**src/rtl/serial_addsub.sv**
```systemverilog
// Bit-serial adder/subtractor: one registered full-adder step per clock,
// LSB first, with valid/ready handshakes on operands and result.
module serial_addsub #(
    parameter int WIDTH = 8,
    parameter int CNT_W = $clog2(WIDTH) + 1
) (
    input  logic             clk,
    input  logic             rst,
    input  logic             in_valid,
    output logic             in_ready,
    input  logic [WIDTH-1:0] a,
    input  logic [WIDTH-1:0] b,
    input  logic             sub,
    output logic             out_valid,
    input  logic             out_ready,
    output logic [WIDTH-1:0] sum,
    output logic             carry_out,
    output logic             overflow,
    output logic             busy
);

    typedef enum logic [1:0] {
        IDLE = 2'd0,
        RUN  = 2'd1,
        DONE = 2'd2
    } state_t;

    localparam logic [CNT_W-1:0] LAST = CNT_W'(WIDTH - 1);
    localparam logic [CNT_W-1:0] PRE  = CNT_W'(WIDTH - 2);

    state_t state, state_nxt;

    logic [WIDTH-1:0] a_sh;
    logic [WIDTH-1:0] b_sh;
    logic [WIDTH-1:0] res_sh;
    logic [CNT_W-1:0] cnt;
    logic             c;
    logic             cin_msb;

    logic             accept;
    logic             step;
    logic             last;
    logic             s_bit;
    logic             c_nxt;
    logic [WIDTH-1:0] res_nxt;

    assign in_ready  = (state == IDLE);
    assign busy      = (state == RUN);
    assign out_valid = (state == DONE);

    assign accept  = in_ready & in_valid;
    assign step    = busy;
    assign last    = (cnt == LAST);

    // The single full-adder cell
    assign s_bit   = a_sh[0] ^ b_sh[0] ^ c;
    assign c_nxt   = (a_sh[0] & b_sh[0]) | ((a_sh[0] ^ b_sh[0]) & c);
    assign res_nxt = {s_bit, res_sh[WIDTH-1:1]};

    always_comb begin
        state_nxt = state;
        unique case (state)
            IDLE: if (in_valid) state_nxt = RUN;
            RUN:  if (last) state_nxt = DONE;
            DONE: if (out_ready) state_nxt = IDLE;
            default: state_nxt = IDLE;
        endcase
    end

    always_ff @(posedge clk or posedge rst) begin
        if (rst) state <= IDLE;
        else     state <= state_nxt;
    end

    // Operand shift registers, carry FF and bit counter
    always_ff @(posedge clk or posedge rst) begin
        if (rst) begin
            a_sh    <= '0;
            b_sh    <= '0;
            res_sh  <= '0;
            cnt     <= '0;
            c       <= 1'b0;
            cin_msb <= 1'b0;
        end else if (accept) begin
            a_sh <= a;
            b_sh <= sub ? ~b : b;
            c    <= sub;
            cnt  <= '0;
        end else if (step) begin
            a_sh   <= a_sh >> 1;
            b_sh   <= b_sh >> 1;
            res_sh <= res_nxt;
            c      <= c_nxt;
            cnt    <= cnt + 1'b1;
            if (cnt == PRE) cin_msb <= c_nxt;
        end
    end

    // Result registers only move on the final bit step
    always_ff @(posedge clk or posedge rst) begin
        if (rst) begin
            sum       <= '0;
            carry_out <= 1'b0;
            overflow  <= 1'b0;
        end else if (step && last) begin
            sum       <= res_nxt;
            carry_out <= c_nxt;
            overflow  <= c_nxt ^ cin_msb;
        end
    end

endmodule

```
**config.mk**
```make
export PLATFORM = sky130hd
export DESIGN_NAME = serial_addsub
export DESIGN_NICKNAME = d
export VERILOG_FILES = /design/src/rtl/serial_addsub.sv
export SDC_FILE = /design/constraint.sdc
export NUM_CORES = 1
export LEC_CHECK = 0
export BUFFER_PORTS_ARGS = -buffer_cell sky130_fd_sc_hd__buf_2
export CORE_MARGIN = 2
export CORE_UTILIZATION = 41
export CTS_BUF_LIST = sky130_fd_sc_hd__clkbuf_4
export DETAILED_ROUTE_END_ITERATION = 8
export SLEW_MARGIN = 20
export SYNTH_ARGS = -nofsm -noshare
export SYNTH_HDL_FRONTEND = slang
export SYNTH_SLANG_ARGS = --single-unit
```
**constraint.sdc**
```tcl
create_clock -name clk -period 2.6 [get_ports clk]
set_input_delay 0.52 -clock clk [delete_from_list [all_inputs] [get_ports clk]]
set_output_delay 0.52 -clock clk [all_outputs]
set_load 0.01 [all_outputs]
```
# Word level (Yosys, flattened, before mapping)
# Index checks and enable logic that the tools add are counted.
[op_classes]
n_addsub = 1
n_eq_ne = 7
n_mux = 13
bitwise = 9
n_reduce_logical = 6
[ops]
columns = ["operator", "n"]
rows = [
  ["2-to-1 mux 8 bit", 5],
  ["equality test 4 x 3 -> 1 bit, second input constant", 2],
  ["2-to-1 mux 4 bit", 2],
  ["inverter 8 bit", 1],
  ["2-to-1 mux 2 bit", 3],
  ["one-hot mux 2 bit (3 select lines)", 1],
  ["AND reduction 3 bit", 2],
  ["adder 4 x 1 -> 4 bit, second input constant", 1],
  ["inequality test 2 x 1 -> 1 bit, second input constant", 2],
  ["AND 1 bit", 3],
  ["bitwise XOR 1 bit", 3],
  ["equality test 2 x 1 -> 1 bit, second input constant", 1],
  ["equality test 2 bit, second input constant", 1],
  ["logical NOT 2 bit", 1],
  ["2-to-1 mux 1 bit", 2],
  ["inequality test 2 bit, second input constant", 1],
  ["AND reduction 2 bit", 1],
  ["nonzero test 2 bit", 1],
  ["logical AND 1 bit", 1],
  ["inverter 1 bit", 1],
  ["bitwise OR 1 bit", 1],
]
[word_totals]
register_bits = 42
inputBits = 21
out_inout_bits = 13
elab_cells = 46

# Logic depth before layout (Yosys ltp)
# Gate-level depths: netlist (run 1).
[depth]
depth_word = 5
depth_mapped = 6
mapped_depth_nobuf = 4

# Least setup slack after synthesis (run 1)
# OpenSTA, ideal clock, no wires.
[synth_path]
kind = "input to register"
start = "input in_valid"
end = "register cnt[1]"
setup_ns = 0.133
arrival_time_ns = 1.394
required_ns = 2.467
slack_ns = 1.073
path_stages = 5
n_path_buf = 2
cell_sequence = "or3b_2 > buf_2 > buf_2 > nand3_1 > o21ai_0"
[synth_via]
elab_chain_len = 2
word_cells_on_any_way = 3
classes_between = "1 x mux; 1 x bitwise; 1 x reduce/logical"
[synth_rtl]
columns = ["element", "line", "text"]
rows = [
  ["from (decl)", "9", "input logic in_valid,"],
  ["AND 1 bit *", "51", "assign accept = in_ready & in_valid;"],
  ["2-to-1 mux 4 bit or nonzero test 2 bit (tied branches)", "n/a", ""],
  ["to (signal assigned)", "94", "cnt <= cnt + 1'b1;"],
  ["to (decl)", "36", "logic [CNT_W-1:0] cnt;"],
]
# Mark *: on every way between the ends. The rest lies on a longest branch, timed or not.
# A chain may end at the register's enable or synchronous reset.

# Final worst setup path (run 1)
[layout_path]
start = "register state[1]"
end = "output busy"
[layout_via]
elab_chain_len = 1
[layout_rtl]
columns = ["element", "line", "text"]
rows = [
  ["from (decl)", "31", "state_t state, state_nxt;"],
  ["from (signal assigned)", "72", "else state <= state_nxt;"],
  ["equality test 2 x 1 -> 1 bit", "48", "assign busy = (state == RUN);"],
  ["to (decl)", "19", "output logic busy"],
]
# No other way between the ends.

==> impl_metrics.toml, run 1 <==
[clock_network]
insertion_delay_ns = 0.35
clock_path_buffers = 2
holdBufCountCts = 0
root_buffer = "clkbuf_4"
cts_made_buffers = 5
post_cts_resized = 0
clkSinkCount = 41
cts_tree = "yes"
htreeDepth = 2
cts_setup_buffers = 0
cts.clk_slew.worst_paths_ns = 0.12

[synthesis]
ys_seq_elements = 41
yosysTopAreaCell = "dfrtp_1"
async_reset_ff_frac = 1.00
synth-edff-count = 0
yosysMostFrequentCell = "nand2_1"
yosys_warnings = 0
yosysTopAreaCellShare = 0.553
synth_area_um2 = 1860
syn_nets = 195
synth_cell_types = 32
synth_area_leaders = "dfrtp_1, nand2_1, mux2_4"
ys_top_cells_by_count = "nand2_1, dfrtp_1, mux2_4, a22oi_1, nor2_1"
syn_avg_cell_area_um2 = 10.9
yosysSeqAreaShare = 0.553
synth_flop_cell = "dfrtp_1"
syn_inst = 171

[drt]
drt_first_pass_iters = 4
wire_per_inst_um = 12.7
vias_per_cell = 4.98
drtAntennaViolNets = 0
remaining_drc_errors = 0
routed_wl_mm = 3.27
vias = 1285
first_iter_violations = 61

[final_layout]
diodes = 0
nets = 229
drive_above_1_share = 0.286
area_delta_synth_final_pct = 14.9

[critical_path]
critPathMaxFanout = 26
critical_path_class = "reg -> out"
cp.required_ns = 2.08
cp_slowest_stage_delay_ns = 0.45
endpoint_kind = "output port"
critPathLaunch = "state[1]"
crit_path_top_delay_cell = "dfrtp_1"
arrival_ns = 1.42
r2r-start = "state[1]"
path_buf_inv = 2
cpLargestDelayFamily = "flip-flops"
crit_chain = "nand2b_1, inv_4, buf_2"
start_kind = "flip-flop"

[pwr]
p_total_mw = 2.39
max-vdd-ir-drop_mv = 0.490
power.density_nw_per_um2 = 1120
power_leakage_nw = 1.10

[sta]
fin_tns_setup_ns = 0
hold_viol_final = 0
slew_headroom = 0.576
rsz0062_at_grt = "no"
skew_ns = 0.00957
tightest_slew_ns = 0.633
maxSlewViolCount = 0
setup_violations = 0
final.period_utilization = 0.746
fmax_mhz = 516
finalCriticalPeriod_ns = 1.94

[floorplan]
io_pins = 34
num_rows = 24
fp.dieH_um = 71.3
fp.dieW_um = 71.3
die-area_um2 = 5080
initial_core_util = 0.426
core_area_um2 = 4350

[hold_path]
hold_class = "in -> async"

[place]
portBuffers = 33
hpwlAfterDp_mm = 2.25
place_congestion = 0.747

[global_routing]
track_usage = 0.145
grt_max_degree = 42
grt_pass1_wl_mm = 5.73
grt_pass1_vias = 1239
antenna_found_initial = 0
grt.overflow.total = 0

[flow_run]
drv_cap = 0

[status]
status = "complete, no violations"
-- per-layer routing --
layer,vias up,wire [um],GRT usage,share of wire
met1,608,1530,0.185,0.47
met3,5,189,0.0464,0.058
met4,0,51,0.0503,0.016
met2,33,1500,0.233,0.46
li1,639,-,-,-
met5,-,0,0,0
-- kinds of logic after synthesis --
kind of cell             after synthesis  share of synthesized area
AO/OA/AOI/OAI                         22                     0.0836
XOR/XNOR                               9                     0.0425
adder cells (fa/ha/maj)                3                     0.0243
buffers and inverters                 13                     0.0391
flip-flops                            41                      0.553
multiplexers                          12                     0.0904
AND/OR/NAND/NOR                       71                      0.167
-- final cells by class --
class,instances,area [um^2]
Clock inverter,2,33.8
Sequential cell,41,1030
Tap cell,52,65.1
Inverter,4,17.5
Multi-Input combinational cell,117,757
Clock buffer,6,45.0
Timing Repair Buffer,36,188
Fill cell,394,2220
-- through the flow --
| step | hold WS, ns | utilization | setup WS, ns | std cells | cell area [um^2] |
|---|---|---|---|---|---|
| after floorplan | 0.446 | - | 1.07 | 171 | 1860 |
| after global placement | 0.460 | 0.472 | 0.916 | 250 | 2050 |
| after detailed placement | 0.464 | 0.472 | 0.874 | 250 | 2050 |
| after CTS | 0.278 | 0.490 | 0.639 | 258 | 2130 |
| after global routing | 0.311 | 0.490 | 0.560 | 258 | 2130 |
| final | 0.279 | 0.490 | 0.661 | 258 | 2130 |
-- where the power goes --
group / leakage [nW] / internal [mW] / switching [mW] / total (mW)
sequential: 0.523 / 0.911 / 0.180 / 1.09
combinational: 0.535 / 0.418 / 0.475 / 0.893
clock: 0.0433 / 0.211 / 0.200 / 0.411
-- worst min-delay path: cells and delay by family --
kind / cells / cell delay, ns
buffers and inverters: 3 / 0.56
-- sequential cells by signal (all words and copies together), names as in the netlist --
register	cells
res_sh	7
carry_out	1
overflow	1
c	1
state	2
sum	8
b_sh	8
a_sh	8
cin_msb	1
cnt	4
-- cells in the final DEF (no fill, tap or decap), types with 2 or more instances in the layout --
| cell | instances |
|---|---|
| o21ai_0 | 3 |
| buf_2 | 33 |
| clkbuf_4 | 6 |
| a22oi_1 | 8 |
| xor2_1 | 5 |
| ha_1 | 2 |
| mux2_2 | 2 |
| buf_4 | 3 |
| nor2_1 | 8 |
| inv_1 | 3 |
| a221o_1 | 3 |
| xnor2_1 | 4 |
| mux2_4 | 9 |
| dfrtp_1 | 41 |
| nand2_1 | 49 |
| a31oi_1 | 4 |
| nor2b_1 | 2 |
| nand3_1 | 5 |
-- worst paths after layout --
| check | endpoint | slack (ns) | cells after the start |
|---|---|---|---|
| min in group clk | a_sh[7] | 0.36 | 3 |
| max in group asynchronous | state[0] | 1.97 | 3 |
| setup / recovery | busy | 0.66 | 3 |
| setup reg to reg | sum[6] | 0.88 | 4 |
| hold reg to reg | cnt[3] | 0.49 | 1 |
| hold / removal | a_sh[5] | 0.28 | 3 |
No activity file was read; power rests on OpenSTA's default activity.
==> run 2, diff against run 1 <==
==> constraint.sdc (replaced) <==
create_clock -name clk -period 1.6 [get_ports clk]
set_input_delay 0.32 -clock clk [delete_from_list [all_inputs] [get_ports clk]]
set_output_delay 0.32 -clock clk [all_outputs]
set_load 0.01 [all_outputs]
==> run 2 against run 1 <==
  * Wire length up 4.8%
  * Register-to-register slack worse by 0.72 ns
  * Via count up 3.0%
  * Non-clock buffer count up 6
  * Sequential power up 62%
  * Clock power up 17%
  * Global-route usage up 0.67 points
  * Clock skew about the same
==> impl_metrics.toml, run 2 (synthesis results as in run 1) <==
[final_layout]
regArea_um2 = 1030
nets = 235
largest_registers = "a_sh: 8 flops, b_sh: 8 flops, sum: 8 flops"
fillers = 399
post-route-util = 0.507
final_cells = 263
area_delta_synth_final_pct = 18.9
drive_above_1_share = 0.313
layout_common_cells = "nand2_1, dfrtp_1, buf_2"
final_common_cell = "nand2_1"
multi_input_area_um2 = 769
diodes = 0

[pwr]
power_frac_comb = 0.433
power.density_nw_per_um2 = 1800
p_int_mw = 2.56
max-vdd-ir-drop_mv = 0.686
p_total_mw = 3.98
power_leakage_nw = 1.15
power_frac_seq = 0.446
power_frac_clock = 0.121
swShare = 0.356
p_sw_mw = 1.42

[critical_path]
endpoint_kind = "output port"
critPathMaxFanout = 13
r2r-start = "c"
crit_chain = "nand2b_4, inv_4, buf_12, buf_6"
cp_slowest_stage_delay_ns = 0.40
arrival_ns = 1.21
cpLargestDelayFamily = "flip-flops"
crit_path_top_delay_cell = "dfrtp_1"
path_buf_inv = 3
r2r_end = "overflow"
r2r_slack_ns = 0.16
r2r_cells = 3
cp.required_ns = 1.28
start_kind = "flip-flop"
critical_path_class = "reg -> out"

[drt]
first_iter_violations = 57
drtAntennaViolNets = 0
vias_per_cell = 5.03
vias = 1324
wire_per_inst_um = 13.0
routed_wl_mm = 3.43
drt_first_pass_iters = 4
remaining_drc_errors = 0

[sta]
setup_violations = 0
hold_viol_final = 0
finalCriticalPeriod_ns = 1.53
final.period_utilization = 0.954
slew_headroom = 0.659
layout_setup_ws_ns = 0.0729
rsz0062_at_grt = "no"
fmax_mhz = 655
tightest_slew_ns = 0.511
skew_ns = 0.00946
maxSlewViolCount = 0
fin_tns_setup_ns = 0

[floorplan]
fp.dieW_um = 71.3
fp.dieH_um = 71.3
core_area_um2 = 4350
io_pins = 34
die-area_um2 = 5080
initial_core_util = 0.426
num_rows = 24

[clock_network]
clkSinkCount = 41
clock_path_buffers = 2
root_buffer = "clkbuf_4"
cts_tree = "yes"
htreeDepth = 2
cts.clk_slew.worst_paths_ns = 0.11
cts_made_buffers = 5
insertion_delay_ns = 0.34
holdBufCountCts = 0

[global_routing]
grt_pass1_vias = 1325
grt.overflow.total = 0
grt_max_degree = 42
grt_pass1_wl_mm = 6.00
track_usage = 0.151
antenna_found_initial = 0

[place]
dpl.cell_count = 254
hpwlAfterDp_mm = 2.28
place_congestion = 0.746
pre_cts_ws_ns = 0.0701
portBuffers = 33

[flow_run]
drv_cap = 0

[status]
status = "complete, no violations"

[hold_path]
hold_class = "in -> async"
-- run 2: metal layers --
| layer | GRT usage | share of wire | vias to the layer above |
|---|---|---|---|
| li1 | - | - | 653 |
| met1 | 0.197 | 0.47 | 636 |
| met2 | 0.244 | 0.47 | 33 |
| met3 | 0.0520 | 0.049 | 2 |
| met4 | 0.0377 | 0.0055 | 0 |
| met5 | 0 | 0 | - |
-- run 2: worst reg2reg max path, delay by kind of cell (launching register included) --
kind | cells | cell delay, ns
adder cells (fa/ha/maj) | 1 | 0.49
flip-flops | 1 | 0.41
multiplexers | 1 | 0.25
XOR/XNOR | 1 | 0.18
-- run 2: worst max path at each step --
stage	startpoint	endpoint	slack, ns	cells past startpoint
after floorplan	state[1]	carry_out	0.08	6
after global placement	state[1]	sum[6]	0.14	4
after detailed placement	state[1]	cin_msb	0.07	5
after CTS	state[0]	out_valid	0.03	3
after global routing	state[1]	busy	0.006	4
final	state[1]	busy	0.07	4
-- run 2: layout make-up --
cell class	instances	area share
clock buffer	6	0.0204
clock inverter	1	0.00170
inverter	4	0.00794
multi-input combinational	117	0.349
sequential	41	0.465
tap	52	0.0295
timing repair buffer	42	0.127
-- run 2: through the flow --
step / area (um^2) / hold WS (ns)
after floorplan: 1860 / 0.425
after global placement: 2080 / 0.459
after detailed placement: 2080 / 0.463
after CTS: 2190 / 0.0979
after global routing: 2210 / 0.126
final: 2210 / 0.0854
-- run 2: power by group through the flow --
stage | logic (mW) | registers, mW | clock network (mW)
final | 1.72 | 1.77 | 0.482
after CTS | 1.71 | 1.77 | 0.505
after floorplan | 1.08 | 1.78 | 0
after global routing | 1.93 | 1.83 | 0.550
after global placement | 1.50 | 1.77 | 0
after detailed placement | 1.53 | 1.79 | 0
-- run 2: repair_timing --
| action | 4_1_cts | 5_1_grt |
|---|---|---|
| cloned | 1 | 0 |
| setup endpoints to repair | 1 | 9 |
| setup buffers | 1 | 0 |
| resized for setup | 4 | 4 |
